--- src/rtl/novelty_tx_scheduler_if.sv ---
// novelty_tx_scheduler_if
// Bundles the signals between the inference engine, uart_tx and the
// novelty TX scheduler.
//   echo_valid/echo_data          echo byte strobe and byte
//   alert_req/alert_addr/energy   novelty event strobe, weight address, energy
//   tx_busy                       uart_tx busy flag
//   tx_start/tx_data              start pulse and byte towards uart_tx
//   echo_drop                     echo push rejected (FIFO full)
//   alert_coalesced               pending alert overwritten by a newer one
//   alert_pending                 alert latched, frame not yet started
//   fifo_level                    echo FIFO occupancy
// Modports: master = producer/uart side (drives inputs of the scheduler),
//           slave  = the scheduler itself.
interface novelty_tx_scheduler_if #(
  parameter int unsigned ECHO_DEPTH = 8
);
  localparam int unsigned LVL_W = $clog2(ECHO_DEPTH) + 1;

  logic             echo_valid;
  logic [7:0]       echo_data;
  logic             alert_req;
  logic [3:0]       alert_addr;
  logic [15:0]      alert_energy;
  logic             tx_busy;
  logic             tx_start;
  logic [7:0]       tx_data;
  logic             echo_drop;
  logic             alert_coalesced;
  logic             alert_pending;
  logic [LVL_W-1:0] fifo_level;

  modport master (
    output echo_valid, echo_data, alert_req, alert_addr, alert_energy, tx_busy,
    input  tx_start, tx_data, echo_drop, alert_coalesced, alert_pending, fifo_level
  );

  modport slave (
    input  echo_valid, echo_data, alert_req, alert_addr, alert_energy, tx_busy,
    output tx_start, tx_data, echo_drop, alert_coalesced, alert_pending, fifo_level
  );
endinterface

--- src/rtl/novelty_tx_scheduler.sv ---
// novelty_tx_scheduler
// Shares one uart_tx between the per-byte benchmark echo stream and novelty
// alert frames. Echo bytes queue in a small FIFO; alerts are latched in a
// single pending slot (newer alerts overwrite it) and sent as atomic frames
// of FRAME_HDR, {4'h0,addr}, energy[15:8], energy[7:0].
// Alerts win arbitration, but after STARVE_MAX consecutive alert frames with
// echo data waiting, one echo byte is forced through.
// Each byte is sequenced LOAD -> ISSUE (tx_start) -> WAIT_HI -> WAIT_LO; if
// tx_busy never rises within BUSY_TIMEOUT cycles the byte is counted as sent.
// Ports:
//   clk      system clock
//   reset_n  synchronous, active-low reset
//   bus      novelty_tx_scheduler_if.slave (see interface file)
// Build option: define ALERT_CHKSUM_EN to append a fifth frame byte holding
//   the XOR of frame bytes 2..4 (header excluded).
module novelty_tx_scheduler #(
  parameter int unsigned ECHO_DEPTH   = 8,
  parameter logic [7:0]  FRAME_HDR    = 8'hA5,
  parameter int unsigned STARVE_MAX   = 4,
  parameter int unsigned BUSY_TIMEOUT = 15
) (
  input  logic                  clk,
  input  logic                  reset_n,
  novelty_tx_scheduler_if.slave bus
);

  localparam int unsigned PTR_W = $clog2(ECHO_DEPTH);
  localparam int unsigned LVL_W = PTR_W + 1;
  localparam int unsigned TMR_W = $clog2(BUSY_TIMEOUT + 1);
  localparam int unsigned STV_W = $clog2(STARVE_MAX + 1);
  localparam int unsigned IDX_W = 3;
`ifdef ALERT_CHKSUM_EN
  localparam int unsigned FRAME_LEN = 5;
`else
  localparam int unsigned FRAME_LEN = 4;
`endif

  typedef enum logic [2:0] {
    S_IDLE,
    S_LOAD,
    S_ISSUE,
    S_WAIT_HI,
    S_WAIT_LO
  } state_t;

  state_t           state;
  logic             src_echo;
  logic [IDX_W-1:0] byte_idx;
  logic [TMR_W-1:0] timer;
  logic [STV_W-1:0] starve_cnt;
  logic             tx_start_q;
  logic [7:0]       tx_data_q;

  // Echo FIFO
  logic [7:0]       mem [ECHO_DEPTH];
  logic [PTR_W-1:0] wr_ptr;
  logic [PTR_W-1:0] rd_ptr;
  logic [LVL_W-1:0] count;
  logic             echo_drop_q;
  logic             full;
  logic             push;
  logic             pop;
  logic             echo_avail;

  // Alert pending slot and frame shadow copies
  logic             pending_q;
  logic             coalesced_q;
  logic [3:0]       slot_addr;
  logic [15:0]      slot_energy;
  logic [3:0]       sh_addr;
  logic [15:0]      sh_energy;

  logic             starved;
  logic             grant_alert;
  logic             grant_echo;
  logic [7:0]       frame_byte;

  always_comb begin
    full       = (count == LVL_W'(ECHO_DEPTH));
    pop        = (state == S_LOAD) && src_echo;
    // A pop in the same cycle frees a slot, so a push into a full FIFO still lands.
    push       = bus.echo_valid && (!full || pop);
    // An echo arriving this cycle is already eligible, giving push->LOAD in one cycle.
    echo_avail = (count != '0) || bus.echo_valid;
  end

  always_comb begin
    starved     = (starve_cnt == STV_W'(STARVE_MAX)) && echo_avail;
    grant_alert = (state == S_IDLE) && !bus.tx_busy && pending_q && !starved;
    grant_echo  = (state == S_IDLE) && !bus.tx_busy && echo_avail && !grant_alert;
  end

  always_comb begin
    frame_byte = FRAME_HDR;
    case (byte_idx)
      3'd0:    frame_byte = FRAME_HDR;
      3'd1:    frame_byte = {4'h0, sh_addr};
      3'd2:    frame_byte = sh_energy[15:8];
      3'd3:    frame_byte = sh_energy[7:0];
`ifdef ALERT_CHKSUM_EN
      3'd4:    frame_byte = {4'h0, sh_addr} ^ sh_energy[15:8] ^ sh_energy[7:0];
`endif
      default: frame_byte = FRAME_HDR;
    endcase
  end

  // FIFO storage has no reset; occupancy is tracked by the pointers/count.
  always_ff @(posedge clk) begin
    if (push) begin
      mem[wr_ptr] <= bus.echo_data;
    end
  end

  always_ff @(posedge clk) begin
    if (!reset_n) begin
      wr_ptr      <= '0;
      rd_ptr      <= '0;
      count       <= '0;
      echo_drop_q <= 1'b0;
    end else begin
      echo_drop_q <= bus.echo_valid && !push;
      if (push) begin
        wr_ptr <= wr_ptr + 1'b1;
      end
      if (pop) begin
        rd_ptr <= rd_ptr + 1'b1;
      end
      case ({push, pop})
        2'b10:   count <= count + 1'b1;
        2'b01:   count <= count - 1'b1;
        default: count <= count;
      endcase
    end
  end

  // A request arriving on the frame-start cycle refills the slot just freed,
  // so it is not a coalesce.
  always_ff @(posedge clk) begin
    if (!reset_n) begin
      pending_q   <= 1'b0;
      coalesced_q <= 1'b0;
      slot_addr   <= '0;
      slot_energy <= '0;
    end else begin
      coalesced_q <= bus.alert_req && pending_q && !grant_alert;
      if (bus.alert_req) begin
        slot_addr   <= bus.alert_addr;
        slot_energy <= bus.alert_energy;
        pending_q   <= 1'b1;
      end else if (grant_alert) begin
        pending_q   <= 1'b0;
      end
    end
  end

  always_ff @(posedge clk) begin
    if (!reset_n) begin
      state      <= S_IDLE;
      src_echo   <= 1'b0;
      byte_idx   <= '0;
      timer      <= '0;
      starve_cnt <= '0;
      tx_start_q <= 1'b0;
      tx_data_q  <= '0;
      sh_addr    <= '0;
      sh_energy  <= '0;
    end else begin
      tx_start_q <= 1'b0;
      case (state)
        S_IDLE: begin
          if (grant_alert) begin
            src_echo  <= 1'b0;
            byte_idx  <= '0;
            sh_addr   <= slot_addr;
            sh_energy <= slot_energy;
            state     <= S_LOAD;
          end else if (grant_echo) begin
            src_echo  <= 1'b1;
            byte_idx  <= '0;
            state     <= S_LOAD;
          end
        end
        S_LOAD: begin
          tx_data_q  <= src_echo ? mem[rd_ptr] : frame_byte;
          tx_start_q <= 1'b1;
          state      <= S_ISSUE;
        end
        S_ISSUE: begin
          timer <= '0;
          state <= S_WAIT_HI;
        end
        S_WAIT_HI: begin
          if (bus.tx_busy || (timer == TMR_W'(BUSY_TIMEOUT - 1))) begin
            state <= S_WAIT_LO;
          end else begin
            timer <= timer + 1'b1;
          end
        end
        S_WAIT_LO: begin
          if (!bus.tx_busy) begin
            if (!src_echo && (byte_idx != IDX_W'(FRAME_LEN - 1))) begin
              byte_idx <= byte_idx + 1'b1;
              state    <= S_LOAD;
            end else begin
              state    <= S_IDLE;
            end
          end
        end
        default: state <= S_IDLE;
      endcase

      // Starvation only accumulates across alert frames that overtook waiting echo data.
      if (grant_echo) begin
        starve_cnt <= '0;
      end else if (grant_alert) begin
        starve_cnt <= echo_avail ? starve_cnt + 1'b1 : '0;
      end else if (!echo_avail) begin
        starve_cnt <= '0;
      end
    end
  end

  assign bus.tx_start        = tx_start_q;
  assign bus.tx_data         = tx_data_q;
  assign bus.echo_drop       = echo_drop_q;
  assign bus.alert_coalesced = coalesced_q;
  assign bus.alert_pending   = pending_q;
  assign bus.fifo_level      = count;

endmodule

--- src/flat_wrapper.sv ---
// flat-port wrapper written by rule: the top's interface ports become plain ports
module novelty_tx_scheduler_flat 
#(
  parameter int unsigned ECHO_DEPTH   = 8,
  parameter logic [7:0]  FRAME_HDR    = 8'hA5,
  parameter int unsigned STARVE_MAX   = 4,
  parameter int unsigned BUSY_TIMEOUT = 15
)
  (clk, reset_n, bus_echo_valid, bus_echo_data, bus_alert_req, bus_alert_addr, bus_alert_energy, bus_tx_busy, bus_tx_start, bus_tx_data, bus_echo_drop, bus_alert_coalesced, bus_alert_pending, bus_fifo_level);
  novelty_tx_scheduler_if #(.ECHO_DEPTH(ECHO_DEPTH)) bus_i ();
  input  logic clk;
  input  logic reset_n;
  input wire logic [$bits(bus_i.echo_valid)-1:0] bus_echo_valid;
  input wire logic [$bits(bus_i.echo_data)-1:0] bus_echo_data;
  input wire logic [$bits(bus_i.alert_req)-1:0] bus_alert_req;
  input wire logic [$bits(bus_i.alert_addr)-1:0] bus_alert_addr;
  input wire logic [$bits(bus_i.alert_energy)-1:0] bus_alert_energy;
  input wire logic [$bits(bus_i.tx_busy)-1:0] bus_tx_busy;
  output wire logic [$bits(bus_i.tx_start)-1:0] bus_tx_start;
  output wire logic [$bits(bus_i.tx_data)-1:0] bus_tx_data;
  output wire logic [$bits(bus_i.echo_drop)-1:0] bus_echo_drop;
  output wire logic [$bits(bus_i.alert_coalesced)-1:0] bus_alert_coalesced;
  output wire logic [$bits(bus_i.alert_pending)-1:0] bus_alert_pending;
  output wire logic [$bits(bus_i.fifo_level)-1:0] bus_fifo_level;
  assign bus_i.echo_valid = bus_echo_valid;
  assign bus_i.echo_data = bus_echo_data;
  assign bus_i.alert_req = bus_alert_req;
  assign bus_i.alert_addr = bus_alert_addr;
  assign bus_i.alert_energy = bus_alert_energy;
  assign bus_i.tx_busy = bus_tx_busy;
  assign bus_tx_start = bus_i.tx_start;
  assign bus_tx_data = bus_i.tx_data;
  assign bus_echo_drop = bus_i.echo_drop;
  assign bus_alert_coalesced = bus_i.alert_coalesced;
  assign bus_alert_pending = bus_i.alert_pending;
  assign bus_fifo_level = bus_i.fifo_level;
  novelty_tx_scheduler #(.ECHO_DEPTH(ECHO_DEPTH), .FRAME_HDR(FRAME_HDR), .STARVE_MAX(STARVE_MAX), .BUSY_TIMEOUT(BUSY_TIMEOUT)) u_core (.clk(clk), .reset_n(reset_n), .bus(bus_i));
endmodule
--- config.mk ---
export PLATFORM = sky130hd
export DESIGN_NAME = novelty_tx_scheduler_flat
export DESIGN_NICKNAME = d
export VERILOG_FILES = /design/src/rtl/novelty_tx_scheduler_if.sv /design/src/rtl/novelty_tx_scheduler.sv /design/src/flat_wrapper.sv
export SDC_FILE = /design/constraint.sdc
export NUM_CORES = 1
export LEC_CHECK = 0
export CORE_ASPECT_RATIO = 0.75
export CORE_MARGIN = 5
export CORE_UTILIZATION = 60
export CTS_BUF_LIST = sky130_fd_sc_hd__clkbuf_16
export DETAILED_ROUTE_END_ITERATION = 8
export PLACE_DENSITY_LB_ADDON = 0.3
export SETUP_SLACK_MARGIN = 0.15
export SYNTH_ARGS = -nofsm -noshare
export SYNTH_HDL_FRONTEND = slang
export SYNTH_SLANG_ARGS = --single-unit
--- constraint.sdc ---
create_clock -name clk -period 6.2 [get_ports clk]
set_clock_uncertainty 0.05 [all_clocks]
set_input_delay 0.62 -clock clk [delete_from_list [all_inputs] [get_ports clk]]
set_output_delay 0.62 -clock clk [all_outputs]
set_load 0.02 [all_outputs]
==> impl_metrics.yaml <==
outcome:
  status: "finished clean"
timing:
  slew_violations: 0
  finalHoldViolations: 0
  fin_crit_ns: 2.86
  setup_viol: 0
  slew_headroom: 0.185
  tightest_slew_ns: 1.22
  holdWs_ns: 0.411
  setup_ws_ns: 3.34
  finalSetupTns_ns: 0
  post-route-period-util: 0.462
  fmax_ghz: 0.349
  grt_setup_unrepaired: "no"
routing:
  dr.pass1.iters: 5
  drc: 0
  ant_nets: 0
  vias: 4015
  wl_mm: 12.3
  via_per_inst: 5.87
  initialDrtViolationCount: 300
  wire_per_inst_um: 18.0
synth:
  ys.flop_type: "dfxtp_1"
  synthTopCellsByArea: "edfxtp_1 (32%), dfxtp_1 (26%), mux2i_1 (9.4%)"
  syn-cell-area_sq_mm: 0.00599
  syn_inst: 494
  synth.avg_cell_area_sq_um: 12.1
  yosysTopAreaCellShare: 0.321
  synth-edff-count: 64
  synth_top_cell_by_area: "edfxtp_1"
  ys_seq_elements: 143
  ys_seq_area_frac: 0.585
  synth_cell_types: 53
  yosysWarnings: 0
  synth_async_sr_flop_share: 0
  syn_nets: 540
setup_path:
  crit_chain: "or3_1, o31ai_4, ha_1, xor2_1, ha_1, a21oi_1, xor2_1, or3_1, a21oi_1"
  crit_required_ns: 6.49
  crit_fanout: 11
  crit_buf_inv: 0
  worst_setup_path_end_kind: "register"
  critical_path_class: "register to register"
  critPathArrivalTime_ns: 3.15
  slowest_delay_ns: 0.54
  crit_path_start_kind: "register"
  critPathTopFamily: "simple AND/OR/NAND/NOR gates"
  crit_slowest_cell: "or3_1"
power:
  vdd_ir_drop_max_mv: 0.215
  p_per_area_mw_per_mm2: 307
  leakagePower_nw: 2.48
floorplan:
  die_height_um: 96.5
  rows: 31
  die_area_sq_mm: 0.0121
  pin_count: 49
  start_util: 0.618
  die_w_um: 125
  coreArea_sq_mm: 0.00970
place:
  io_buffers: 48
  place_inst: 652
  globalplace.congestion: 0.830
  dp_hpwl_mm: 8.33
  place_area_sq_mm: 0.00654
  pre_cts_slack_ns: 3.19
min_path:
  holdCritPathClass: "register to register"
cts:
  clk_latency_ns: 0.41
  cts_buffer_depth: 2
  cts_resized: 0
  post_cts_buffers: 0
  cts_hold_buf: 0
  clk_pin_slew_ns: 0.06
  cts.htree.levels: 4
  cts_root_buffer: "clkbuf_16"
  cts_made_buffers: 17
  cts.sinks: 143
  cts_tree: "yes"
global_routing:
  grt_use_met2: 0.354
  grt_start_max_net_pins: 62
  grt_pass1_wl_mm: 20.2
  use_met3: 0.0489
  use_met1: 0.284
  first_global_vias: 3981
  gr-total-overflow: 0
  grt_busiest_layer: "met2"
  antenna_found_initial: 0
  grt.total_usage: 0.217
finish:
  fin_nets: 585
  n_antenna_cell: 0
  drive_above_1_share: 0.105
  stdcell_count: 684
  seqCellArea_sq_mm: 0.00350
  multi_input_area_sq_mm: 0.00228
  n_fill_cell: 660
  syn_to_final_growth_pct: 18.3
  final_cell_area_sq_mm: 0.00708
job:
  max_cap_viol_count: 0
==> sequential cells by signal, indices dropped and copies added (netlist names), 4 cells and up, named ones only <==
name / count
u_core.mem: 64
u_core.slot_energy: 16
u_core.timer: 4
u_core.bus.fifo_level: 4
u_core.slot_addr: 4
u_core.bus.tx_data: 8
u_core.sh_energy: 16
u_core.sh_addr: 4
==> logic make-up after synthesis <==
family | after synthesis | share of synthesized area
adder cells (fa/ha/maj) | 13 | 0.0272
buffers and inverters | 42 | 0.0351
AO/OA/AOI/OAI | 64 | 0.0792
flip-flops | 143 | 0.585
multiplexers | 68 | 0.139
XOR/XNOR | 8 | 0.0117
AND/OR/NAND/NOR | 156 | 0.123
==> final timing paths <==
kind | start | to | slack, ns | cells after the start
max | u_core.bus.fifo_level[1] | u_core.bus.fifo_level[2] | 3.34 | 9
min | u_core.slot_energy[1] | u_core.sh_energy[1] | 0.41 | 2
max reg2reg | u_core.bus.fifo_level[1] | u_core.bus.fifo_level[2] | 3.34 | 9
min reg2reg | u_core.slot_energy[1] | u_core.sh_energy[1] | 0.41 | 2
==> Yosys cell counts, types with 2 or more instances <==
| cell type | number |
|---|---|
| buf_12 | 2 |
| nand4_1 | 6 |
| mux2i_1 | 56 |
| a31oi_1 | 5 |
| a21boi_1 | 2 |
| o31ai_1 | 3 |
| nand4b_1 | 3 |
| nand2_1 | 59 |
| nor4_1 | 3 |
| buf_1 | 7 |
| edfxtp_1 | 64 |
| dfxtp_1 | 79 |
| o211ai_1 | 2 |
| nand2b_1 | 3 |
| nor4bb_1 | 2 |
| nand3_1 | 9 |
| or3_1 | 5 |
| inv_1 | 11 |
| a211oi_1 | 2 |
| buf_2 | 4 |
| buf_6 | 2 |
| a2111oi_0 | 2 |
| mux4_2 | 12 |
| o21ai_1 | 3 |
| clkbuf_1 | 16 |
| nor2b_1 | 6 |
| nor2_1 | 42 |
| a21oi_1 | 12 |
| nor3_1 | 6 |
| a221o_1 | 2 |
| xor2_1 | 6 |
| and3b_1 | 2 |
| nor3b_1 | 3 |
| o2bb2ai_1 | 2 |
| o21ai_0 | 10 |
| a22oi_1 | 9 |
| and3_1 | 3 |
| ha_1 | 13 |
| xnor2_1 | 2 |
==> cell type report <==
cell class,count,share of cell area
clock buffer,17,0.0600
clock inverter,15,0.0173
inverter,11,0.00583
multi-input combinational,309,0.322
sequential,143,0.495
tap,132,0.0233
timing repair buffer,57,0.0767
==> metrics by stage <==
stage | total power, mW | util
after floorplan | 1.19 | -
after global placement | 1.25 | 0.674
after detailed placement | 1.26 | 0.674
after CTS | 2.18 | 0.731
after global routing | 2.25 | 0.731
final | 2.17 | 0.731
==> worst reg2reg max path, delay by kind of cell, from the launching register on <==
| kind | cells | cell delay, ns |
|---|---|---|
| AO/OA/AOI/OAI | 3 | 0.64 |
| XOR/XNOR | 2 | 0.35 |
| adder cells (fa/ha/maj) | 2 | 0.52 |
| flip-flops | 1 | 0.38 |
| AND/OR/NAND/NOR | 2 | 0.85 |
==> placed cells by master (no fill, tap or decap), drive strengths merged, types with 3 or more instances in the layout <==
cell type | netlist | final
dfxtp | 79 | 79
edfxtp | 64 | 64
nand2 | 59 | 59
mux2i | 56 | 56
clkdlybuf4s50 | 0 | 47
nor2 | 42 | 42
clkbuf | 16 | 17
inv | 11 | 14
ha | 13 | 13
o21ai | 13 | 13
a21oi | 12 | 12
mux4 | 12 | 12
buf | 15 | 10
a22oi | 9 | 9
nand3 | 9 | 9
clkinv | 0 | 7
xor2 | 6 | 6
nor3 | 6 | 6
nor2b | 6 | 6
nand4 | 6 | 6
or3 | 5 | 5
a31oi | 5 | 5
nor4 | 4 | 4
o31ai | 4 | 4
clkinvlp | 0 | 4
nand2b | 3 | 3
and3 | 3 | 3
nor3b | 3 | 3
nand4b | 3 | 3
==> power breakdown <==
part	internal, mW	switching [mW]
logic	0.0843	0.102
clock network	0.547	0.388
registers	1.02	0.0312
==> per-layer routing <==
| metal | up-vias | part of all wire |
|---|---|---|
| met5 | - | 0 |
| met1 | 1956 | 0.43 |
| met2 | 127 | 0.49 |
| met4 | 0 | 0.022 |
| met3 | 23 | 0.056 |
| li1 | 1909 | - |
No activity file was read; power rests on OpenSTA's default activity.
